$ cat config.mk
export PLATFORM = sky130hd
export DESIGN_NAME = midi_uart_rx_flat
export DESIGN_NICKNAME = d
export VERILOG_FILES = /design/src/rtl/midi_pkg.sv /design/src/rtl/midi_uart_rx_if.sv /design/src/rtl/midi_baud_tick.sv /design/src/rtl/midi_uart_rx.sv /design/src/flat_wrapper.sv
export SDC_FILE = /design/constraint.sdc
export NUM_CORES = 1
export LEC_CHECK = 0
export CORE_UTILIZATION = 56
export DETAILED_ROUTE_END_ITERATION = 6
export GPL_ROUTABILITY_DRIVEN = 0
export PLACE_DENSITY = 0.76
export SETUP_SLACK_MARGIN = 0.4
export SLEW_MARGIN = 15
export SYNTH_ARGS = -nofsm -noshare
export SYNTH_HDL_FRONTEND = slang
export SYNTH_HIERARCHICAL = 1
export SYNTH_SLANG_ARGS = --single-unit
$ cat constraint.sdc
create_clock -name clock -period 2.7 [get_ports clock]
set_clock_uncertainty 0.15 [all_clocks]
set_input_delay 0.27 -clock clock [delete_from_list [all_inputs] [get_ports clock]]
set_output_delay 0.27 -clock clock [all_outputs]
set_load 0.01 [all_outputs]
$ cat src/rtl/midi_pkg.sv
// Shared MIDI definitions: receiver state encoding, line constants and the
// 2-of-3 vote helper used by the optional majority-sampling build.
package midi_pkg;

  localparam int MIDI_BAUD  = 31250;
  localparam int OVERSAMPLE = 16;

  // Tick index (within a 16-tick bit period) that sits at mid-bit.
  localparam logic [3:0] MID_TICK = 4'd8;

  typedef enum logic [2:0] {
    ST_IDLE  = 3'd0,
    ST_START = 3'd1,
    ST_DATA  = 3'd2,
    ST_STOP  = 3'd3,
    ST_BREAK = 3'd4
  } rx_state_e;

  // 2-of-3 majority vote.
  function automatic logic maj3(input logic a, input logic b, input logic c);
    return (a & b) | (a & c) | (b & c);
  endfunction

endpackage

$ cat src/rtl/midi_uart_rx_if.sv
// Serial line, CPU acknowledge and byte/status outputs of the MIDI receiver.
// The receiver drives the bus through the master modport; the consumer
// (holding register / CPU) uses the slave modport.
interface midi_uart_rx_if #(parameter int WIDTH = 8);

  logic             rxd;
  logic             rd_ack;
  logic [WIDTH-1:0] data_out;
  logic             data_valid;
  logic             rx_full;
  logic             overrun;
  logic             framing_err;

  modport master (
    input  rxd, rd_ack,
    output data_out, data_valid, rx_full, overrun, framing_err
  );

  modport slave (
    output rxd, rd_ack,
    input  data_out, data_valid, rx_full, overrun, framing_err
  );

endinterface

$ cat src/rtl/midi_baud_tick.sv
// Oversample tick generator: one-clock tick every DIVISOR clocks.
// Shared with the MIDI transmitter.
module midi_baud_tick #(
  parameter int DIVISOR = 2
) (
  input  logic clock,
  input  logic reset,
  output logic tick
);

  localparam logic [7:0] LAST = 8'(DIVISOR - 1);

  logic [7:0] count_r;

  // Free-running 0..DIVISOR-1 counter.
  always_ff @(posedge clock or posedge reset) begin
    if (reset) begin
      count_r <= 8'd0;
    end else if (count_r == LAST) begin
      count_r <= 8'd0;
    end else begin
      count_r <= count_r + 8'd1;
    end
  end

  assign tick = (count_r == LAST);

endmodule

$ cat src/rtl/midi_uart_rx.sv
// MIDI receive UART: 16x oversampled 8N1, LSB first, one-clock data_valid
// strobe plus rx_full / overrun / framing status for the CPU.
// Build option MIDI_RX_MAJORITY_EN: each bit decision is a 2-of-3 vote of
// ticks 7, 8 and 9; otherwise the tick-8 sample alone is used. Both builds
// decide at tick 9, so latency is identical.
module midi_uart_rx
  import midi_pkg::*;
#(
  parameter int DIVISOR = 2,
  parameter int WIDTH   = 8
) (
  input logic            clock,
  input logic            reset,
  midi_uart_rx_if.master bus
);

  localparam int         BW       = (WIDTH > 1) ? $clog2(WIDTH) : 1;
  localparam logic [BW-1:0] LAST_BIT = BW'(WIDTH - 1);

  logic             sync1_r, sync2_r;
  logic             tick_s;
  rx_state_e        state_r, state_next_s;
  logic [3:0]       sample_cnt_r;
  logic [3:0]       pos_s;
  logic [BW-1:0]    bit_cnt_r;
  logic [WIDTH-1:0] shift_r;
  logic             s8_r;
  logic             bit_s;
  logic             decide_s;
  logic             cnt_clear_s, shift_en_s, finish_s;
  logic             complete_r, stop_bit_r;
  logic [WIDTH-1:0] data_out_r;
  logic             data_valid_r, rx_full_r, overrun_r, framing_err_r;

  midi_baud_tick #(.DIVISOR(DIVISOR)) u_tick (
    .clock (clock),
    .reset (reset),
    .tick  (tick_s)
  );

  // Two-flop synchroniser for the asynchronous serial line (idles high).
  always_ff @(posedge clock or posedge reset) begin
    if (reset) begin
      sync1_r <= 1'b1;
      sync2_r <= 1'b1;
    end else begin
      sync1_r <= bus.rxd;
      sync2_r <= sync1_r;
    end
  end

  // Index of the current tick within the bit period (detect tick is 0).
  assign pos_s    = sample_cnt_r + 4'd1;
  assign decide_s = tick_s && (pos_s == MID_TICK + 4'd1);

`ifdef MIDI_RX_MAJORITY_EN
  logic s7_r;

  // Capture the tick-7 line sample for the vote.
  always_ff @(posedge clock or posedge reset) begin
    if (reset) begin
      s7_r <= 1'b1;
    end else if (tick_s && (pos_s == MID_TICK - 4'd1)) begin
      s7_r <= sync2_r;
    end
  end

  assign bit_s = maj3(s7_r, s8_r, sync2_r);
`else
  assign bit_s = s8_r;
`endif

  // Capture the mid-bit (tick-8) line sample.
  always_ff @(posedge clock or posedge reset) begin
    if (reset) begin
      s8_r <= 1'b1;
    end else if (tick_s && (pos_s == MID_TICK)) begin
      s8_r <= sync2_r;
    end
  end

  // FSM state register.
  always_ff @(posedge clock or posedge reset) begin
    if (reset) begin
      state_r <= ST_IDLE;
    end else begin
      state_r <= state_next_s;
    end
  end

  // FSM next-state and datapath control strobes.
  always_comb begin
    state_next_s = state_r;
    cnt_clear_s  = 1'b0;
    shift_en_s   = 1'b0;
    finish_s     = 1'b0;
    case (state_r)
      ST_IDLE: begin
        if (tick_s && !sync2_r) begin
          cnt_clear_s  = 1'b1;
          state_next_s = ST_START;
        end else begin
          state_next_s = ST_IDLE;
        end
      end
      ST_START: begin
        if (decide_s) begin
          state_next_s = bit_s ? ST_IDLE : ST_DATA;
        end else begin
          state_next_s = ST_START;
        end
      end
      ST_DATA: begin
        if (decide_s) begin
          shift_en_s = 1'b1;
          if (bit_cnt_r == LAST_BIT) begin
            state_next_s = ST_STOP;
          end else begin
            state_next_s = ST_DATA;
          end
        end else begin
          state_next_s = ST_DATA;
        end
      end
      ST_STOP: begin
        if (decide_s) begin
          finish_s     = 1'b1;
          state_next_s = bit_s ? ST_IDLE : ST_BREAK;
        end else begin
          state_next_s = ST_STOP;
        end
      end
      ST_BREAK: begin
        if (tick_s && sync2_r) begin
          state_next_s = ST_IDLE;
        end else begin
          state_next_s = ST_BREAK;
        end
      end
      default: begin
        state_next_s = ST_IDLE;
      end
    endcase
  end

  // Sample/bit counters, shift register and the completion pipeline stage.
  always_ff @(posedge clock or posedge reset) begin
    if (reset) begin
      sample_cnt_r <= 4'd0;
      bit_cnt_r    <= '0;
      shift_r      <= '0;
      complete_r   <= 1'b0;
      stop_bit_r   <= 1'b1;
    end else begin
      if (cnt_clear_s) begin
        sample_cnt_r <= 4'd0;
        bit_cnt_r    <= '0;
      end else if (tick_s && (state_r != ST_IDLE)) begin
        sample_cnt_r <= sample_cnt_r + 4'd1;
      end
      if (shift_en_s) begin
        shift_r   <= {bit_s, shift_r[WIDTH-1:1]};
        bit_cnt_r <= bit_cnt_r + BW'(1);
      end
      complete_r <= finish_s;
      if (finish_s) begin
        stop_bit_r <= bit_s;
      end
    end
  end

  // Byte delivery and sticky status; an ack in the completion clock retires
  // the old byte so the new one is delivered instead of overrunning.
  always_ff @(posedge clock or posedge reset) begin
    if (reset) begin
      data_out_r    <= '0;
      data_valid_r  <= 1'b0;
      rx_full_r     <= 1'b0;
      overrun_r     <= 1'b0;
      framing_err_r <= 1'b0;
    end else begin
      data_valid_r <= 1'b0;
      if (complete_r) begin
        if (rx_full_r && !bus.rd_ack) begin
          overrun_r <= 1'b1;
        end else begin
          data_out_r   <= shift_r;
          data_valid_r <= 1'b1;
          rx_full_r    <= 1'b1;
          overrun_r    <= 1'b0;
        end
        framing_err_r <= !stop_bit_r || (framing_err_r && !(bus.rd_ack && rx_full_r));
      end else if (bus.rd_ack && rx_full_r) begin
        rx_full_r     <= 1'b0;
        overrun_r     <= 1'b0;
        framing_err_r <= 1'b0;
      end
    end
  end

  assign bus.data_out    = data_out_r;
  assign bus.data_valid  = data_valid_r;
  assign bus.rx_full     = rx_full_r;
  assign bus.overrun     = overrun_r;
  assign bus.framing_err = framing_err_r;

endmodule

$ cat src/flat_wrapper.sv
// flat-port wrapper written by rule: the top's interface ports become plain ports
module midi_uart_rx_flat import midi_pkg::*;
#(
  parameter int DIVISOR = 2,
  parameter int WIDTH   = 8
)
  (clock, reset, bus_rxd, bus_rd_ack, bus_data_out, bus_data_valid, bus_rx_full, bus_overrun, bus_framing_err);
  midi_uart_rx_if #(.WIDTH(WIDTH)) bus_i ();
  input logic clock;
  input logic reset;
  input wire logic [$bits(bus_i.rxd)-1:0] bus_rxd;
  input wire logic [$bits(bus_i.rd_ack)-1:0] bus_rd_ack;
  output wire logic [$bits(bus_i.data_out)-1:0] bus_data_out;
  output wire logic [$bits(bus_i.data_valid)-1:0] bus_data_valid;
  output wire logic [$bits(bus_i.rx_full)-1:0] bus_rx_full;
  output wire logic [$bits(bus_i.overrun)-1:0] bus_overrun;
  output wire logic [$bits(bus_i.framing_err)-1:0] bus_framing_err;
  assign bus_i.rxd = bus_rxd;
  assign bus_i.rd_ack = bus_rd_ack;
  assign bus_data_out = bus_i.data_out;
  assign bus_data_valid = bus_i.data_valid;
  assign bus_rx_full = bus_i.rx_full;
  assign bus_overrun = bus_i.overrun;
  assign bus_framing_err = bus_i.framing_err;
  midi_uart_rx #(.DIVISOR(DIVISOR), .WIDTH(WIDTH)) u_core (.clock(clock), .reset(reset), .bus(bus_i));
endmodule
==> results.yml, run 1 <==
critical_path:
  required_ps: 2790
  crit_chain: "inv_1 -> ha_2 -> or4b_4 -> nor4_4 -> buf_4 -> nand2b_4 -> or4_4 -> nand2_2 -> mux2i_1"
  crit_buf_inv: 2
  cp-end-kind: "flop"
  worstSetupPathType: "reg -> reg"
  cp_max_fo: 4
  crit_family: "simple AND/OR/NAND/NOR gates"
  crit_slowest_cell: "or4b_4"
  arrival_ps: 2470
  cp_slowest_stage_delay_ps: 460
  worstSetupStartpointType: "flop"
cells_and_area:
  antenna_cells: 0
  final_common_cell: "dfrtp_1"
  nNetsFinal: 201
  areaGrowthSynthToFinish_pct: 23.57
  layout-drive-gt1-share_pct: 32.46
  layout_common_cells: "dfrtp_1 (39), clkdlybuf4s50_1 (15), buf_4 (14)"
  final_cells: 237
yosys:
  synth_flop_cell: "dfrtp_1"
  syn_avg_cell_area_um2: 12.73
  yosys.area.top_type: "dfrtp_1"
  synth_edf_count: 0
  seq_area_frac_synth_pct: 55.49
  synth_top_area_share_pct: 50.10
  ys_types: 37
  synthArstFlopShare_pct: 100.0
  synthTopCellsByArea: "dfrtp_1 (50%), mux2_2 (5.8%), dfstp_2 (5.4%), mux2_4 (5.4%), ha_1 (4.5%)"
  synthesis.area_um2: 1948
  synth_cells: 153
  yosysWarnings: 6
  ys_ff_latch: 43
  synth_fp_nets: 164
clocking:
  hold_buffers: 0
  cts_tree: "built"
  cts_max_level: 2
  clkLatencyLatePin_ps: 350
  path_clk_slew_ps: 120
  clockRootBuffer: "clkbuf_4"
  cts.path.max_buffers: 2
  cts_buffers: 5
  cts.sinks: 43
floorplanning:
  initial_core_util_pct: 58.38
  die_w_um: 60.98
  io_pins: 16
  die_area_um2: 3719
  num_rows: 21
  core_um2: 3337
  die_h_um: 60.98
route:
  drc: 0
  drt_wl_total_um: 3429
  viasPerCell: 5.426
  drtIter0Drc: 28
  ant_nets: 0
  wire_per_inst_um: 14.47
  num_vias: 1286
  firstDrtPassIters: 4
power:
  power.density_nw_per_um2: 659.2
  ir_drop_mv: 0.3973
  power.total_w: 0.001587
  cellLeakagePower_nw: 1.165
timing:
  rsz0062_at_grt: "yes"
  tightest_slew_ps: 475.3
  fin_tns_setup_ps: 0
  drv_slew: 0
  min_period_ps: 2384
  max_freq_mhz: 419.5
  maxSlewHeadroom_pct: 68.18
  hold_violations: 0
  setup_viol: 0
  finalCritPeriodShare_pct: 88.29
global_routing:
  grt_pass1_wl_um: 5209
  antenna_found_initial: 0
  overflow: 0
  grt_pass1_vias: 1184
  grt_start_max_net_pins: 36
  grt_use_total_pct: 19.87
run:
  cap_viol_max_count: 0
outcome:
  outcome: "completed"
placement:
  post-dp-hpwl_um: 2159
  placedCellCount: 215
  io_buffers: 15
worst_hold_path:
  min_path_type: "in -> async"
routing by layer:
| layer | GRT usage (%) | vias up | share of wire [%] |
|---|---|---|---|
| met2 | 33.75 | 34 | 50 |
| met5 | 0 | - | 0 |
| met3 | 5.117 | 7 | 4.8 |
| li1 | - | 610 | - |
| met4 | 8.766 | 0 | 1.8 |
| met1 | 23.86 | 635 | 43 |
cells in the mapped netlist, types with 2 or more instances:
library cell	count
dfrtp_1	39
nand2_1	12
inv_1	11
mux2_2	10
ha_1	7
mux2_4	7
nand3_1	7
nor2_1	7
o21ai_0	6
xnor2_1	6
dfstp_2	4
mux2i_1	4
nand2b_1	3
o211ai_1	3
a21oi_1	2
and3_1	2
mux2_1	2
o21a_1	2
area by class of cell:
type	count	area [µm²]
Sequential cell	43	1081
Fill cell	221	929.6
Multi-Input combinational cell	98	889.6
Timing Repair Buffer	31	277.8
Tap cell	46	57.56
Clock buffer	7	55.05
Inverter	11	41.29
Clock inverter	1	5.005
registers in the layout (all words and copies together) (netlist names):
register,count
u_core/bit_cnt_r,3
u_core/bus.data_valid,1
u_core/bus.framing_err,1
u_core/u_tick/count_r,8
u_core/sync2_r,1
u_core/state_r,3
u_core/bus.overrun,1
u_core/stop_bit_r,1
u_core/bus.rx_full,1
u_core/sample_cnt_r,4
u_core/bit_s,1
u_core/shift_r,8
u_core/complete_r,1
u_core/bus.data_out,8
u_core/sync1_r,1
metrics by stage:
| step | cell area [µm²] | utilization (%) | hold WS [ps] | setup slack, ps |
|---|---|---|---|---|
| CTS | 2292 | 68.69 | 28.57 | 349.1 |
| floorplan | 1948 | - | -64.34 | 250.4 |
| global placement | 2163 | 64.83 | 195.7 | 263.6 |
| detailed placement | 2163 | 64.83 | 196.8 | 204.5 |
| finish | 2407 | 72.14 | 26.08 | 316.2 |
| global route | 2407 | 72.14 | 43.57 | 217.9 |
power breakdown:
part           internal, W  switching [W]  total, W  leakage, nW
clock             0.000126       0.000191  0.000318       0.0353
combinational     0.000219       0.000204  0.000423        0.563
sequential        0.000729       0.000116  0.000846        0.567
path summary, 6_finish.rpt:
| check | from | end | slack [ps] | cells after the start |
|---|---|---|---|---|
| setup / recovery | u_core/u_tick/count_r[1] | u_core/bit_cnt_r[1] | 320 | 9 |
| hold / removal | reset | u_core/u_tick/count_r[3] | 30 | 2 |
| setup reg to reg | u_core/u_tick/count_r[1] | u_core/bit_cnt_r[1] | 320 | 9 |
| hold reg to reg | u_core/sync1_r | u_core/sync2_r | 210 | 0 |
| max in group asynchronous | reset | u_core/sync1_r | 1880 | 3 |
| min in group clock | bus_rxd | u_core/sync1_r | 170 | 1 |
repair_timing:
item / CTS / global route
cloned: 0 / 1
gates resized for setup: 8 / 10
setup endpoints to repair: 13 / 17
pin swaps: 3 / 4
setup buffers: 5 / 8
logic make-up after synthesis:
logic type,share of synthesized area (%)
AOI/OAI and AO/OA,7.579
xor gates and xnor gates,3.147
adders and majority gates,4.496
buffers and inverters,2.890
DFF,55.49
muxes,14.39
and+or+nand+nor,12.01
Power figures use the tool's default switching activity.
==> run 2, diff against run 1 <==
--- a/config.mk
+++ b/config.mk
@@ -10,7 +10,7 @@
 export GPL_ROUTABILITY_DRIVEN = 0
 export PLACE_DENSITY = 0.76
 export SETUP_SLACK_MARGIN = 0.4
-export SLEW_MARGIN = 15
+export SLEW_MARGIN = 20
 export SYNTH_ARGS = -nofsm -noshare
 export SYNTH_HDL_FRONTEND = slang
 export SYNTH_HIERARCHICAL = 1
==> results of run 2 <==
The final DEF is identical to that of run 1; final timing and power are the same.
==> run 3, diff against run 2 <==
--- a/config.mk
+++ b/config.mk
@@ -10,7 +10,6 @@
 export GPL_ROUTABILITY_DRIVEN = 0
 export PLACE_DENSITY = 0.76
 export SETUP_SLACK_MARGIN = 0.4
-export SLEW_MARGIN = 20
 export SYNTH_ARGS = -nofsm -noshare
 export SYNTH_HDL_FRONTEND = slang
 export SYNTH_HIERARCHICAL = 1
==> constraint.sdc (replaced) <==
create_clock -name clock -period 2.6 [get_ports clock]
set_clock_uncertainty 0.15 [all_clocks]
set_input_delay 0.26 -clock clock [delete_from_list [all_inputs] [get_ports clock]]
set_output_delay 0.26 -clock clock [all_outputs]
set_load 0.01 [all_outputs]
==> run 3 against run 2 <==
  * Largest power group unchanged
  * Worst setup slack worse by 160 ps
  * Fmax down 2.5%
  * First-iteration DRC count up 64%
  * Non-clock buffer count unchanged
==> results.yml, run 3 (synthesis gave the netlist of run 1 again) <==
timing:
  postLayoutSetupSlackWorst_ps: 154.5
  setup_viol: 0
  tightest_slew_ps: 722.2
  min_period_ps: 2445
  fin_tns_setup_ps: 0
  hold_violations: 0
  max_freq_mhz: 408.9
  finalCritPeriodShare_pct: 94.06
  rsz0062_at_grt: "yes"
  drv_slew: 0
  maxSlewHeadroom_pct: 51.64
cells_and_area:
  fillerInstances: 223
  areaGrowthSynthToFinish_pct: 24.73
  layout-drive-gt1-share_pct: 32.46
  final_cells: 237
  final_common_cell: "dfrtp_1"
  nNetsFinal: 201
  antenna_cells: 0
  layout_common_cells: "dfrtp_1 (39), clkdlybuf4s50_1 (15), buf_4 (13)"
floorplanning:
  num_rows: 21
  die_area_um2: 3719
  io_pins: 16
  die_h_um: 60.98
  initial_core_util_pct: 58.38
  core_um2: 3337
  die_w_um: 60.98
global_routing:
  grt_start_max_net_pins: 36
  grt_pass1_wl_um: 5568
  overflow: 0
  grt_use_total_pct: 21.69
  antenna_found_initial: 0
  grt_pass1_vias: 1249
run:
  cap_viol_max_count: 0
critical_path:
  worstSetupStartpointType: "flop"
  required_ps: 2740
  r2r-end: "u_core/stop_bit_r"
  crit_family: "simple AND/OR/NAND/NOR gates"
  cp_max_fo: 4
  crit_chain: "inv_1 -> ha_1 -> or4b_4 -> nor4_4 -> and3_4 -> and3b_2 -> o21a_1 -> mux2_4"
  crit_buf_inv: 1
  rr_worst_depth: 8
  cp-end-kind: "flop"
  r2r_start: "u_core/u_tick/count_r[1]"
  cp_slowest_stage_delay_ps: 470
  crit_slowest_cell: "or4b_4"
  arrival_ps: 2580
  r2r_slack_ps: 150
  worstSetupPathType: "reg -> reg"
route:
  viasPerCell: 5.409
  drt_wl_total_um: 3562
  drtIter0Drc: 46
  wire_per_inst_um: 15.03
  ant_nets: 0
  firstDrtPassIters: 4
  num_vias: 1282
  drc: 0
placement:
  post-dp-hpwl_um: 2273
  dp_slack_ps: 119.9
  placedCellCount: 215
  io_buffers: 15
worst_hold_path:
  min_path_type: "in -> async"
power:
  power.total_w: 0.001768
  cellLeakagePower_nw: 1.176
  ir_drop_mv: 0.5479
  power.density_nw_per_um2: 727.5
clocking:
  clockRootBuffer: "clkbuf_4"
  cts_max_level: 2
  cts.sinks: 43
  path_clk_slew_ps: 120
  hold_buffers: 0
  clkLatencyLatePin_ps: 340
  cts.path.max_buffers: 2
  cts_tree: "built"
  cts_buffers: 5
outcome:
  outcome: "completed"
## run 3: changes by cell type in the layout (fill, tap and decap cells not counted), sizes merged
cell,previous run,this run
bufinv,0,1
clkbuf,7,6
## run 3: layout make-up
cell class	instances	area [µm²]	area share [%]
clock buffer	6	51.30	2.111
clock inverter	2	35.03	1.442
inverter	11	41.29	1.699
multi-input combinational	98	882.1	36.30
sequential	43	1081	44.49
tap	46	57.56	2.369
timing repair buffer	31	281.5	11.59
## run 3: worst register-to-register path, stage by stage (launching register included)
cell,delay [ps]
dfrtp_1,400
inv_1,70
ha_1,120
or4b_4,470
nor4_4,260
and3_4,250
and3b_2,210
o21a_1,170
mux2_4,310
## run 3: per-stage QoR
step                      hold slack (ps)  instance area (µm²)  util [%]
after CTS                           14.60                 2320     69.52
after global placement              195.9                 2163     64.83
after floorplan                    -74.34                 1948         -
after detailed placement            196.8                 2163     64.83
after global routing                46.21                 2430     72.82
final                               21.52                 2430     72.82
## run 3: power by group
group | internal [W] | switching, W
Clock | 0.000227 | 0.000202
Sequential | 0.000758 | 0.000115
Combinational | 0.000238 | 0.000228
## run 3: per-layer routing
layer  global-route usage [%]  vias to the layer above  share of wire, %
met3                    6.397                        6               3.4
li1                         -                      603                 -
met5                        0                        -                 0
met4                    11.69                        0               1.8
met1                    23.62                      642                41
met2                    37.99                       31                54
## run 3: worst max-delay path by stage
| stage | cells after the start | startpoint | slack, ps | end |
|---|---|---|---|---|
| after floorplan | 8 | u_core/u_tick/count_r[1] | 150 | u_core/stop_bit_r |
| after global placement | 9 | u_core/u_tick/count_r[1] | 200 | u_core/bit_cnt_r[2] |
| after detailed placement | 9 | u_core/u_tick/count_r[1] | 120 | u_core/bit_cnt_r[1] |
| after CTS | 9 | u_core/u_tick/count_r[1] | 230 | u_core/bit_cnt_r[1] |
| after global routing | 9 | u_core/u_tick/count_r[1] | 80 | u_core/bit_cnt_r[1] |
| final | 8 | u_core/u_tick/count_r[1] | 150 | u_core/stop_bit_r |
## run 3: repair_timing
item	4_1_cts	5_1_grt
setup endpoints to repair	17	20
gates resized for setup	5	15
buffers inserted	6	7
pin swaps	0	8
gates cloned	0	1
endpoints found under the hold margin	0	0
